`config.mk`:
```
export PLATFORM = sky130hd
export DESIGN_NAME = riscv_lsu_flat
export DESIGN_NICKNAME = d
export VERILOG_FILES = /design/src/rtl/riscv_lsu_if.sv /design/src/rtl/riscv_lsu.sv /design/src/flat_wrapper.sv
export SDC_FILE = /design/constraint.sdc
export NUM_CORES = 1
export LEC_CHECK = 0
export CORE_ASPECT_RATIO = 1.4
export CORE_MARGIN = 5
export CORE_UTILIZATION = 37
export CTS_CLUSTER_DIAMETER = 60
export DETAILED_ROUTE_END_ITERATION = 10
export GPL_TIMING_DRIVEN = 1
export PLACE_DENSITY = 0.74
export SYNTH_ARGS = -nofsm -noshare
export SYNTH_HDL_FRONTEND = slang
export SYNTH_SLANG_ARGS = --single-unit
```
`constraint.sdc`:
```
create_clock -name clk -period 2.3 [get_ports clk]
set_clock_uncertainty 0.05 [all_clocks]
set_input_delay 0.46 -clock clk [delete_from_list [all_inputs] [get_ports clk]]
set_output_delay 0.46 -clock clk [all_outputs]
set_load 0.01 [all_outputs]
```
`src/rtl/riscv_lsu_if.sv`:
```
// Memory-side bus of the RISC-V load/store unit.
// The LSU drives the request; memory returns ack and read data.
interface riscv_lsu_if #(
  parameter int ADDR_WIDTH = 32
);
  logic                  mem_req;
  logic                  mem_we;
  logic [ADDR_WIDTH-1:0] mem_addr;
  logic [31:0]           mem_wdata;
  logic [3:0]            mem_be;
  logic [31:0]           mem_rdata;
  logic                  mem_ack;

  modport master (
    output mem_req,
    output mem_we,
    output mem_addr,
    output mem_wdata,
    output mem_be,
    input  mem_rdata,
    input  mem_ack
  );

  modport slave (
    input  mem_req,
    input  mem_we,
    input  mem_addr,
    input  mem_wdata,
    input  mem_be,
    output mem_rdata,
    output mem_ack
  );
endinterface

```
`src/rtl/riscv_lsu.sv`:
```
// Load/store unit: legality check, variable-latency memory
// handshake with timeout, store lane steering and load extension.
module riscv_lsu #(
  parameter int ADDR_WIDTH = 32,
  parameter int TIMEOUT    = 16
) (
  input  logic                  clk,
  input  logic                  reset,
  input  logic                  core_valid,
  input  logic                  core_we,
  input  logic [2:0]            core_funct3,
  input  logic [ADDR_WIDTH-1:0] core_addr,
  input  logic [31:0]           core_wdata,
  output logic                  core_stall,
  output logic                  core_done,
  output logic [31:0]           core_rdata,
  output logic                  core_err,
  riscv_lsu_if.master           mem
);

  localparam int CW = $clog2(TIMEOUT);

  typedef enum logic [1:0] {
    IDLE,
    REQ,
    DONE
  } state_e;

  state_e                state_q, state_d;
  logic [CW-1:0]         cnt_q, cnt_d;
  logic                  we_q, we_d;
  logic [2:0]            f3_q, f3_d;
  logic [ADDR_WIDTH-1:0] addr_q, addr_d;
  logic [31:0]           wdata_q, wdata_d;
  logic [31:0]           rdata_q, rdata_d;
  logic                  err_q, err_d;

  logic        f3_ok;
  logic        align_ok;
  logic        in_req;
  logic [31:0] sh_rd;
  logic [7:0]  ld_b;
  logic [15:0] ld_h;
  logic [31:0] ld_data;
  logic [31:0] st_wd;
  logic [3:0]  st_be;

  always_comb begin
    f3_ok = core_we
      ? (core_funct3 inside {3'b000, 3'b001, 3'b010})
      : (core_funct3 inside {3'b000, 3'b001, 3'b010,
                             3'b100, 3'b101});
    unique case (core_funct3[1:0])
      2'b00:   align_ok = 1'b1;
      2'b01:   align_ok = ~core_addr[0];
      2'b10:   align_ok = core_addr[1:0] == 2'b00;
      default: align_ok = 1'b0;
    endcase
  end

  // Lane selection uses the latched address, not the live core bus.
  always_comb begin
    sh_rd = mem.mem_rdata >> {addr_q[1:0], 3'b000};
    ld_b  = sh_rd[7:0];
    ld_h  = addr_q[1] ? mem.mem_rdata[31:16]
                      : mem.mem_rdata[15:0];
    unique case (f3_q)
      3'b000:  ld_data = {{24{ld_b[7]}}, ld_b};
      3'b001:  ld_data = {{16{ld_h[15]}}, ld_h};
      3'b100:  ld_data = {24'h0, ld_b};
      3'b101:  ld_data = {16'h0, ld_h};
      default: ld_data = mem.mem_rdata;
    endcase
  end

  always_comb begin
    st_wd = wdata_q;
    st_be = 4'b1111;
    unique case (1'b1)
      (f3_q[1:0] == 2'b00): begin
        st_wd = {4{wdata_q[7:0]}};
        st_be = 4'b0001 << addr_q[1:0];
      end
      (f3_q[1:0] == 2'b01): begin
        st_wd = {2{wdata_q[15:0]}};
        st_be = addr_q[1] ? 4'b1100 : 4'b0011;
      end
      default: begin
        st_wd = wdata_q;
        st_be = 4'b1111;
      end
    endcase
  end

  always_comb begin
    state_d = state_q;
    cnt_d   = cnt_q;
    we_d    = we_q;
    f3_d    = f3_q;
    addr_d  = addr_q;
    wdata_d = wdata_q;
    rdata_d = rdata_q;
    err_d   = err_q;
    unique case (state_q)
      IDLE: begin
        if (core_valid) begin
          we_d    = core_we;
          f3_d    = core_funct3;
          addr_d  = core_addr;
          wdata_d = core_wdata;
          if (f3_ok && align_ok) begin
            state_d = REQ;
            cnt_d   = '0;
            err_d   = 1'b0;
          end else begin
            state_d = DONE;
            err_d   = 1'b1;
            rdata_d = '0;
          end
        end
      end
      REQ: begin
        if (mem.mem_ack) begin
          state_d = DONE;
          err_d   = 1'b0;
          rdata_d = we_q ? 32'h0 : ld_data;
        end else if (cnt_q == CW'(TIMEOUT - 1)) begin
          state_d = DONE;
          err_d   = 1'b1;
          rdata_d = '0;
        end else begin
          cnt_d = cnt_q + 1'b1;
        end
      end
      DONE:    state_d = IDLE;
      default: state_d = IDLE;
    endcase
  end

  always_ff @(posedge clk or negedge reset) begin
    if (!reset) begin
      state_q <= IDLE;
      cnt_q   <= '0;
      we_q    <= 1'b0;
      f3_q    <= '0;
      addr_q  <= '0;
      wdata_q <= '0;
      rdata_q <= '0;
      err_q   <= 1'b0;
    end else begin
      state_q <= state_d;
      cnt_q   <= cnt_d;
      we_q    <= we_d;
      f3_q    <= f3_d;
      addr_q  <= addr_d;
      wdata_q <= wdata_d;
      rdata_q <= rdata_d;
      err_q   <= err_d;
    end
  end

  assign in_req        = state_q == REQ;
  assign mem.mem_req   = in_req;
  assign mem.mem_we    = in_req & we_q;
  assign mem.mem_addr  = in_req ? {addr_q[ADDR_WIDTH-1:2], 2'b00}
                                : '0;
  assign mem.mem_wdata = (in_req && we_q) ? st_wd : 32'h0;
  assign mem.mem_be    = in_req ? (we_q ? st_be : 4'b1111) : 4'b0;

  // Reset gating keeps stall low while reset is held.
  assign core_stall = reset &
    (((state_q == IDLE) & core_valid) | in_req);
  assign core_done  = state_q == DONE;
  assign core_err   = (state_q == DONE) & err_q;
  assign core_rdata = rdata_q;

endmodule

```
`src/flat_wrapper.sv`:
```
// flat-port wrapper written by rule: the top's interface ports become plain ports
module riscv_lsu_flat 
#(
  parameter int ADDR_WIDTH = 32,
  parameter int TIMEOUT    = 16
)
  (clk, reset, core_valid, core_we, core_funct3, core_addr, core_wdata, core_stall, core_done, core_rdata, core_err, mem_mem_req, mem_mem_we, mem_mem_addr, mem_mem_wdata, mem_mem_be, mem_mem_rdata, mem_mem_ack);
  riscv_lsu_if #(.ADDR_WIDTH(ADDR_WIDTH)) mem_i ();
  input  logic clk;
  input  logic reset;
  input  logic core_valid;
  input  logic core_we;
  input  logic [2:0] core_funct3;
  input  logic [ADDR_WIDTH-1:0] core_addr;
  input  logic [31:0] core_wdata;
  output logic core_stall;
  output logic core_done;
  output logic [31:0] core_rdata;
  output logic core_err;
  output wire logic [$bits(mem_i.mem_req)-1:0] mem_mem_req;
  output wire logic [$bits(mem_i.mem_we)-1:0] mem_mem_we;
  output wire logic [$bits(mem_i.mem_addr)-1:0] mem_mem_addr;
  output wire logic [$bits(mem_i.mem_wdata)-1:0] mem_mem_wdata;
  output wire logic [$bits(mem_i.mem_be)-1:0] mem_mem_be;
  input wire logic [$bits(mem_i.mem_rdata)-1:0] mem_mem_rdata;
  input wire logic [$bits(mem_i.mem_ack)-1:0] mem_mem_ack;
  assign mem_mem_req = mem_i.mem_req;
  assign mem_mem_we = mem_i.mem_we;
  assign mem_mem_addr = mem_i.mem_addr;
  assign mem_mem_wdata = mem_i.mem_wdata;
  assign mem_mem_be = mem_i.mem_be;
  assign mem_i.mem_rdata = mem_mem_rdata;
  assign mem_i.mem_ack = mem_mem_ack;
  riscv_lsu #(.ADDR_WIDTH(ADDR_WIDTH), .TIMEOUT(TIMEOUT)) u_core (.clk(clk), .reset(reset), .core_valid(core_valid), .core_we(core_we), .core_funct3(core_funct3), .core_addr(core_addr), .core_wdata(core_wdata), .core_stall(core_stall), .core_done(core_done), .core_rdata(core_rdata), .core_err(core_err), .mem(mem_i));
endmodule
```
==> run metrics, run 1 <==
setup ws final=roughly 80 ps; Final Non-Filler Cells=1032; LEAKAGE=between 4 and 5 nW; Core Footprint=14400 um^2; startpoint types=flop; fin. max-slew vios=0; min Tclk post-route=2220 ps; Power Density=817 nW/um^2; Worst Setup SP=u_core.state_q[1]; Sink Count=107; final WL=17100 um; ys async rst share=100%; Internal=roughly 4.3 mW; port bufs=206; HP Class=input port to asynchronous set/reset pin; Fin. Hold Viols=0; worst setup path endpoint=mem_mem_wdata[23]; critical path class=flop to primary output; commonest non-fill, non-tap cell in the layout=nand2_1; number of synthesized flops with an enable pin=0; I/O pin cnt=209; Syn Area/Cell=8.60 um^2; Total Power=between 6 and 7 mW; first-pass GRT wire length=27500 um; vias in the first global route=5195; R2R setup slack=approximately 250 ps; Fmax achieved=0.450 GHz; fraction of layout cells with a size suffix above 1=between 10% and 20%; initial antenna violation count=0; Sequential Power Share=40.9%; Worst Setup End Kind=primary output; final core occ=56.1%; worst reg2reg endpoint=u_core.core_rdata[20]; full die area=17100 um^2; TritonCTS clock tree=built; DP HPWL=~12000 um; Clock Power Share=23.3%; nets=943; antenna fix cells=0; drt wl/cell=16.6 um; Clock H-tree levels=3; area delta synth->final=49.4%; post-synth cell types=41; Critical Path RT=1790 ps; Primary FF master, synth=dfrtp_1; most frequent cells in the layout=nand2_1, clkdlybuf4s50_1, dfrtp_1; via count=5183; DRT iter0 DRCs=332; # rows=52; max_cap viols=0; VDD IR max=around 540 uV; register bit total from synthesis=107; switching share of power=34.5%; # setup viols final=0; P_sw=2.27 mW; RSZ-0062 raised after global routing=no; Chip Width=112 um; Clk Latency, worst-skew pair=340 ps; Clock Path Buffers=2; post-route ant nets=0; cells on worst reg2reg path=5; All-Layer GR Usage=19.7%; final worst-path cycle share=between 90% and 100%; number of CTS-inserted buffers=9; worst hold slack=195 ps; Reg clk slew, reported paths=80 ps; reg-to-reg critical path startpoint=u_core.state_q[1]; sequential cell area fraction in the yosys report=49.6%; Inst Count DP=a little over 1000; RePlAce Congestion=0.860; Avg Vias per Cell=~5; drt drc=0; Worst Path Max Fanout=25; status=finished, final reports clean; initial core utilization=37.5%; pin count of the biggest net entering global routing=66; worst slew pin tran=731 ps; max_slew headroom=between 50% and 60%; synthesis warning total=0; TritonRoute pass-1 iters=4; root buffer cell=clkbuf_16; gr ovfl total=0; Die Height=153 um; post-synthesis cell count=between 600 and 700; Logic pwr share=approximately 36%; netlist area before placement=5400 um^2; Crit path arrival time=1710 ps; pre-CTS WS=-369 ps; Hold Buf Count CTS=0
==> kinds of logic (layout without fill, tap and decap cells) <==
family                   Yosys count  in the layout  synth area share (%)
AND/OR/NAND/NOR                  329            329                  25.9
AO/OA/AOI/OAI                    107            107                  13.7
flip-flops                       107            107                  49.6
buffers and inverters             52            266                  4.31
multiplexers                      30             30                  6.05
adder cells (fa/ha/maj)            1              1                 0.232
other                              1              2                0.0695
XOR/XNOR                           1              1                 0.162
==> through the flow <==
| step | cell area [um^2] | TNS, ps |
|---|---|---|
| after detailed placement | 7800 | -8130 |
| final | 8060 | 0 |
| after global placement | 7800 | -7720 |
| after floorplan | 5400 | 0 |
| after global routing | 8060 | 0 |
| after CTS | 8080 | 0 |
==> cell type report <==
type / count / area [um^2]
flip-flops and latches: 107 / 2680
clock buffers: 10 / 239
fillers: 1311 / 6310
multi-input cells: 470 / 2510
inverters: 6 / 25.0
clock inverters: 6 / 58.8
well taps: 189 / 236
repair buffers: 244 / 2320
==> repair_timing <==
item,CTS,global route
setup endpoints to repair,69,43
pin swaps,0,1
setup buffers,4,1
resized for setup,86,44
cloned,0,1
==> state kept, by name, indices dropped and copies added (netlist names) <==
name               count
u_core.addr_q         32
u_core.cnt_q           4
u_core.core_rdata     32
u_core.err_q           1
u_core.f3_q            3
u_core.state_q         2
u_core.wdata_q        32
u_core.we_q            1
==> synth_stat cells, types with 8 or more instances <==
master,n,area (um^2)
nand2_1,233,875
dfrtp_1,107,2680
o21ai_0,38,190
and2_1,33,206
nor2_1,33,124
clkbuf_1,31,116
a21oi_1,23,115
mux2i_1,18,180
a221o_1,16,160
and3_1,11,68.8
mux2_2,11,124
o221ai_1,9,78.8
o211a_1,8,80.1
==> layer usage <==
metal	wire length [um]	track usage, %
met3	978	4.00
met2	8700	34.3
met5	0	0
met4	459	7.45
met1	6990	23.8
==> worst max-delay path, stage by stage, from the launching register on <==
cell	delay [ps]
dfrtp_1	390
nand2b_1	200
inv_4	120
nand2_1	100
buf_12	180
nor2_1	120
clkdlybuf4s15_1	250
==> worst min path at each step <==
stage                      start                 to  slack [ps]  depth (start not counted)
2_1_floorplan              reset   u_core.addr_q[0]         110                          0
3_3_place_gp   u_core.addr_q[29]  u_core.addr_q[29]         400                          2
3_5_place_dp    u_core.addr_q[5]   u_core.addr_q[5]         400                          2
4_1_cts                    reset  u_core.addr_q[17]         220                          2
5_1_grt                    reset  u_core.addr_q[10]         260                          2
6_report                   reset  u_core.addr_q[25]         200                          2
==> power by group through the flow <==
stage | clock network (mW) | logic (mW) | registers (mW)
final | 1.54 | 2.35 | 2.69
after global routing | 1.66 | 2.62 | 2.76
after CTS | 1.59 | 2.33 | 2.69
after detailed placement | 0 | 2.34 | 2.72
after global placement | 0 | 2.31 | 2.71
after floorplan | 0 | 1.29 | 2.66
Note: power is estimated with default switching activity, not from simulation.
==> run 2, diff against run 1 <==
--- a/config.mk
+++ b/config.mk
@@ -6,7 +6,7 @@
 export NUM_CORES = 1
 export LEC_CHECK = 0
 export CORE_ASPECT_RATIO = 1.4
-export CORE_MARGIN = 5
+export CORE_MARGIN = 2
 export CORE_UTILIZATION = 37
 export CTS_CLUSTER_DIAMETER = 60
 export DETAILED_ROUTE_END_ITERATION = 10
==> run 2 against run 1 <==
Against the previous run: sequential share of layout area hardly changed; clock power is 3% lower; total power fell by 0.57%; cell count unchanged; sequential cell count unchanged; highest routed layer unchanged; largest cell class unchanged; die area shrank 9.1%; utilization fell by 0.070 points; non-clock buffer count up 1; hold slack improved by 110 ps; critical path depth rose by 2; combinational power about the same.
==> run metrics, run 2 (synthesis gave the netlist of run 1 again) <==
status=finished, final reports clean; vias in the first global route=5092 (-2.0%); full die area=15600 um^2 (-9.1%); crit-path leading delay family=buffers and inverters; Clk Latency, worst-skew pair=340 ps (about the same); initial antenna violation count=0 (unchanged); CP max-delay cell=dfrtp_1; I/O pin cnt=209 (unchanged); RePlAce Congestion=0.952 (+11%); # rows=52 (unchanged); nets=944 (+0.11%); Worst Path Max Fanout=8 (-68%); antenna fix cells=0 (unchanged); Worst Setup End Kind=primary output; TritonRoute pass-1 iters=4 (unchanged); P_sw=2.27 mW (about the same); # fillers=1354 (+3.3%); startpoint types=flop; worst slew pin tran=950 ps (+219 ps); port bufs=206 (unchanged); max_cap viols=0 (unchanged); max_slew headroom=36.7% (-15 points); TritonCTS clock tree=built; DP HPWL=11900 um (-3.2%); Sink Count=107 (unchanged); crit-path max cell delay=390 ps (about the same); number of CTS-inserted buffers=9 (unchanged); Crit path arrival time=1710 ps (about the same); Clock Power Share=22.7% (-0.6 points); root buffer cell=clkbuf_16; Reg clk slew, reported paths=80 ps (about the same); Die Height=147 um (-3.9%); Chip Width=106 um (-5.4%); gr ovfl total=0 (unchanged); Fin. Hold Viols=0 (unchanged); Top cell by count, worst path=nor2_1; most frequent cells in the layout=nand2_1, clkdlybuf4s50_1, dfrtp_1; Logic pwr share=36.2% (+0.5 points); pin count of the biggest net entering global routing=77 (+17%); switching share of power=34.7% (+0.20 points); min Tclk post-route=2220 ps (-3.82 ps); HP Class=input port to asynchronous set/reset pin; initial core utilization=37.5% (unchanged); VDD IR max=398 uV (-26%); post-route ant nets=0 (unchanged); All-Layer GR Usage=21.6% (+1.9 points); final core occ=56.0% (-0.070 points); Final Non-Filler Cells=1032 (unchanged); Core Footprint=14400 um^2 (unchanged); first-pass GRT wire length=26800 um (-2.9%); placed inst area=7760 um^2 (-0.45%); DRT iter0 DRCs=208 (-37%); CP cell instances=buf_6 -> buf_12 -> buf_4 -> mux2i_2 -> nor2_1 -> a21oi_1 -> nor2_1 -> clkbuf_2; Worst Path Buf+Inv=4 (+1); Inst Count DP=1007 (-0.30%); Clock Path Buffers=2 (unchanged); fraction of layout cells with a size suffix above 1=11.2% (unchanged); Fmax achieved=0.451 GHz (+0.17%); Internal=4.27 mW (-0.88%); drt drc=0 (unchanged); Power Density=813 nW/um^2 (-0.45%); Sequential Power Share=41.0% (about the same); Clock H-tree levels=3 (unchanged); LEAKAGE=4.03 nW (-0.15%); Critical Path RT=1790 ps (about the same); via count=5122 (-1.2%); fin. max-slew vios=0 (unchanged); critical path class=flop to primary output; # setup viols final=0 (unchanged); Avg Vias per Cell=4.96 (-1.2%); final WL=16600 um (-2.8%); post-route cell area=8050 um^2 (-0.12%); drt wl/cell=16.1 um (-2.8%); final worst-path cycle share=96.4% (-0.17 points); area delta synth->final=49.2%; commonest non-fill, non-tap cell in the layout=nand2_1
run 2: timing repair:
item	in CTS	in global routing
setup endpoints to repair	69	37
gates resized for setup	91	39
hold endpoints to repair	0	0
pin swaps	0	2
cloned	1	1
setup buffers	5	3
hold buffers	0	0
run 2: area by class of cell:
type / count / area (um^2) / area share (%)
Clock buffer: 9 / 225 / 2.80
Sequential cell: 107 / 2680 / 33.2
Tap cell: 189 / 236 / 2.94
Timing Repair Buffer: 245 / 2330 / 28.9
Clock inverter: 6 / 50.0 / 0.621
Multi-Input combinational cell: 470 / 2510 / 31.2
Inverter: 6 / 27.5 / 0.342
run 2: stage by stage:
stage          worst slack [ps]  hold slack [ps]  power, mW  setup TNS (ps)
2_1_floorplan               309              114       3.95               0
3_3_place_gp               -362              399       5.00           -7630
3_5_place_dp               -353              404       5.05           -8570
4_1_cts                   0.657              340       6.56               0
5_1_grt                   -2.07              383       7.01           -2.07
6_report                   83.5              302       6.55               0
run 2: final timing paths:
path                                    from               endpoint  slack (ps)  cells past startpoint
max                           u_core.f3_q[0]      mem_mem_wdata[24]          80                      8
min                                    reset      u_core.addr_q[16]         300                      2
max reg2reg                u_core.state_q[0]  u_core.core_rdata[17]         110                      5
min reg2reg                u_core.addr_q[30]      u_core.addr_q[30]         420                      2
max in group asynchronous              reset     u_core.wdata_q[19]         890                      3
min in group clk           u_core.addr_q[30]      u_core.addr_q[30]         420                      2
run 2: per-layer routing:
metal,part of all wire [%],global-route usage [%]
met5,0,0
met2,52,38.0
met4,2.4,8.03
met3,5.0,4.13
met1,41,26.2
run 2: power by group through the flow:
stage | clock [mW] | combinational [mW] | sequential [mW]
after CTS | 1.53 | 2.35 | 2.68
after global routing | 1.62 | 2.63 | 2.76
final | 1.49 | 2.37 | 2.69
after detailed placement | 0 | 2.33 | 2.72
after floorplan | 0 | 1.29 | 2.66
after global placement | 0 | 2.29 | 2.71
==> run 3, diff against run 2 <==
--- a/config.mk
+++ b/config.mk
@@ -12,6 +12,7 @@
 export DETAILED_ROUTE_END_ITERATION = 10
 export GPL_TIMING_DRIVEN = 1
 export PLACE_DENSITY = 0.74
+export SETUP_SLACK_MARGIN = 0.15
 export SYNTH_ARGS = -nofsm -noshare
 export SYNTH_HDL_FRONTEND = slang
 export SYNTH_SLANG_ARGS = --single-unit
==> run 3 against run 2 <==
Against the previous run: via count rose by 2.9%; sequential cell count unchanged; cell count grew 0.58%; routed wire length up 5.3%; utilization increased by 2.0 points; critical path depth is the same; combinational power grew 9.3%; die area is the same; final area is 3.6% higher; non-clock buffer count grew 4; clock power hardly changed; critical endpoint is now mem_mem_addr[20].
==> run metrics, run 3 (synthesis gave the netlist of run 1 again) <==
RePlAce Congestion=0.952 (unchanged); first-pass GRT wire length=27500 um (+2.8%); most frequent cells in the layout=nand2_1, clkdlybuf4s50_1, dfrtp_1; status=finished, final reports clean; Die Height=147 um (unchanged); switching share of power=35.9% (+1.2 points); Internal=4.35 mW (+1.8%); nets=950 (+0.64%); TritonCTS clock tree=built; Crit path arrival time=1680 ps (-30 ps); max_slew headroom=36.6% (about the same); final WL=17500 um (+5.3%); Chip Width=106 um (unchanged); TritonRoute pass-1 iters=5 (+1); Reg clk slew, reported paths=80 ps (about the same); worst slew pin tran=950 ps (+0.501 ps); antenna fix cells=0 (unchanged); All-Layer GR Usage=22.3% (+0.69 points); DP HPWL=11900 um (unchanged); Fin. Hold Viols=0 (unchanged); Sequential Power Share=39.9% (-1.1 points); Critical Path RT=1790 ps (about the same); # rows=52 (unchanged); pin count of the biggest net entering global routing=77 (unchanged); min Tclk post-route=2190 ps (-26.3 ps); Sink Count=107 (unchanged); fin. max-slew vios=0 (unchanged); Fin Setup TNS=0 ps (unchanged); vias in the first global route=5196 (+2.0%); Avg Vias per Cell=5.08 (+2.3%); post-route cell area=8350 um^2 (+3.6%); drt wl/cell=16.9 um (+4.7%); Clock Power Share=21.9% (-0.8 points); Power Density=813 nW/um^2 (about the same); HP Class=input port to asynchronous set/reset pin; gr ovfl total=0 (unchanged); initial core utilization=37.5% (unchanged); VDD IR max=397 uV (-0.11%); full die area=15600 um^2 (unchanged); Fmax achieved=0.457 GHz (+1.2%); P_sw=2.44 mW (+7.1%); Total Power=6.79 mW (+3.6%); max_cap viols=0 (unchanged); LEAKAGE=4.00 nW (-0.78%); placed inst area=7760 um^2 (unchanged); post-route ant nets=0 (unchanged); DRT iter0 DRCs=230 (+11%); # setup viols final=0 (unchanged); critical path class=flop to primary output; commonest non-fill, non-tap cell in the layout=nand2_1; area delta synth->final=54.6%; number of CTS-inserted buffers=9 (unchanged); Clock H-tree levels=3 (unchanged); I/O pin cnt=209 (unchanged); Clk Latency, worst-skew pair=340 ps (about the same); startpoint types=flop; Logic pwr share=38.2% (+2.0 points); root buffer cell=clkbuf_16; Core Footprint=14400 um^2 (unchanged); final worst-path cycle share=95.2% (-1.1 points); Hold Buf Count CTS=0 (unchanged); initial antenna violation count=0 (unchanged); Clock Path Buffers=2 (unchanged); Worst Setup End Kind=primary output; port bufs=206 (unchanged); via count=5269 (+2.9%); RSZ-0062 raised after global routing=yes; fraction of layout cells with a size suffix above 1=21.9% (+11 points); drt drc=0 (unchanged); Worst Path Max Fanout=8 (unchanged)
## run 3: area by class of cell
| cell class | instances | area, um^2 |
|---|---|---|
| Tap cell | 189 | 236 |
| Inverter | 6 | 35.0 |
| Sequential cell | 107 | 2680 |
| Fill cell | 1309 | 6030 |
| Clock inverter | 6 | 50.0 |
| Clock buffer | 9 | 225 |
| Multi-Input combinational cell | 472 | 2750 |
| Timing Repair Buffer | 249 | 2370 |
## run 3: power by group through the flow
stage / registers, mW / clock network (mW) / logic [mW]
floorplan: 2.66 / 0 / 1.29
global placement: 2.71 / 0 / 2.29
detailed placement: 2.72 / 0 / 2.33
CTS: 2.69 / 1.53 / 2.44
global route: 2.78 / 1.62 / 2.85
finish: 2.71 / 1.48 / 2.59
## run 3: layer usage
metal	vias up	wire (um)	track usage, %
met2	183	9220	38.8
met5	-	0	0
met3	26	940	4.21
met4	0	463	9.28
li1	2532	-	-
met1	2528	6900	27.0
## run 3: critical path, stage by stage (launching register included)
cell,delay [ps]
dfrtp_1,390
nand2b_4,150
buf_6,110
clkinv_8,80
buf_6,120
buf_8,130
buf_6,110
and2_4,120
buf_6,120
## run 3: worst paths after layout
path,start,to,slack [ps],depth (start not counted)
setup / recovery,u_core.state_q[1],mem_mem_addr[20],110,8
hold / removal,reset,u_core.addr_q[14],310,2
setup reg to reg,u_core.state_q[1],u_core.core_rdata[18],150,5
hold reg to reg,u_core.addr_q[30],u_core.addr_q[30],420,2
max in group asynchronous,reset,u_core.wdata_q[19],880,3
min in group clk,u_core.addr_q[30],u_core.addr_q[30],420,2
## run 3: repair_timing
action	in CTS	in global routing
gates cloned	4	3
endpoints found under the setup margin	99	94
setup buffers	7	2
gates resized for setup	263	88
pin swaps	3	12
## run 3: per-stage QoR
step | hold WS [ps] | cells | setup WS (ps) | utilization [%]
6_report | 311 | 1038 | 110 | 58.0
5_1_grt | 384 | 1038 | 52.6 | 58.0
4_1_cts | 340 | 1033 | 92.6 | 56.9
3_5_place_dp | 404 | 1007 | -353 | 54.0
3_3_place_gp | 399 | 1007 | -362 | 54.0
2_1_floorplan | 114 | 629 | 309 | -
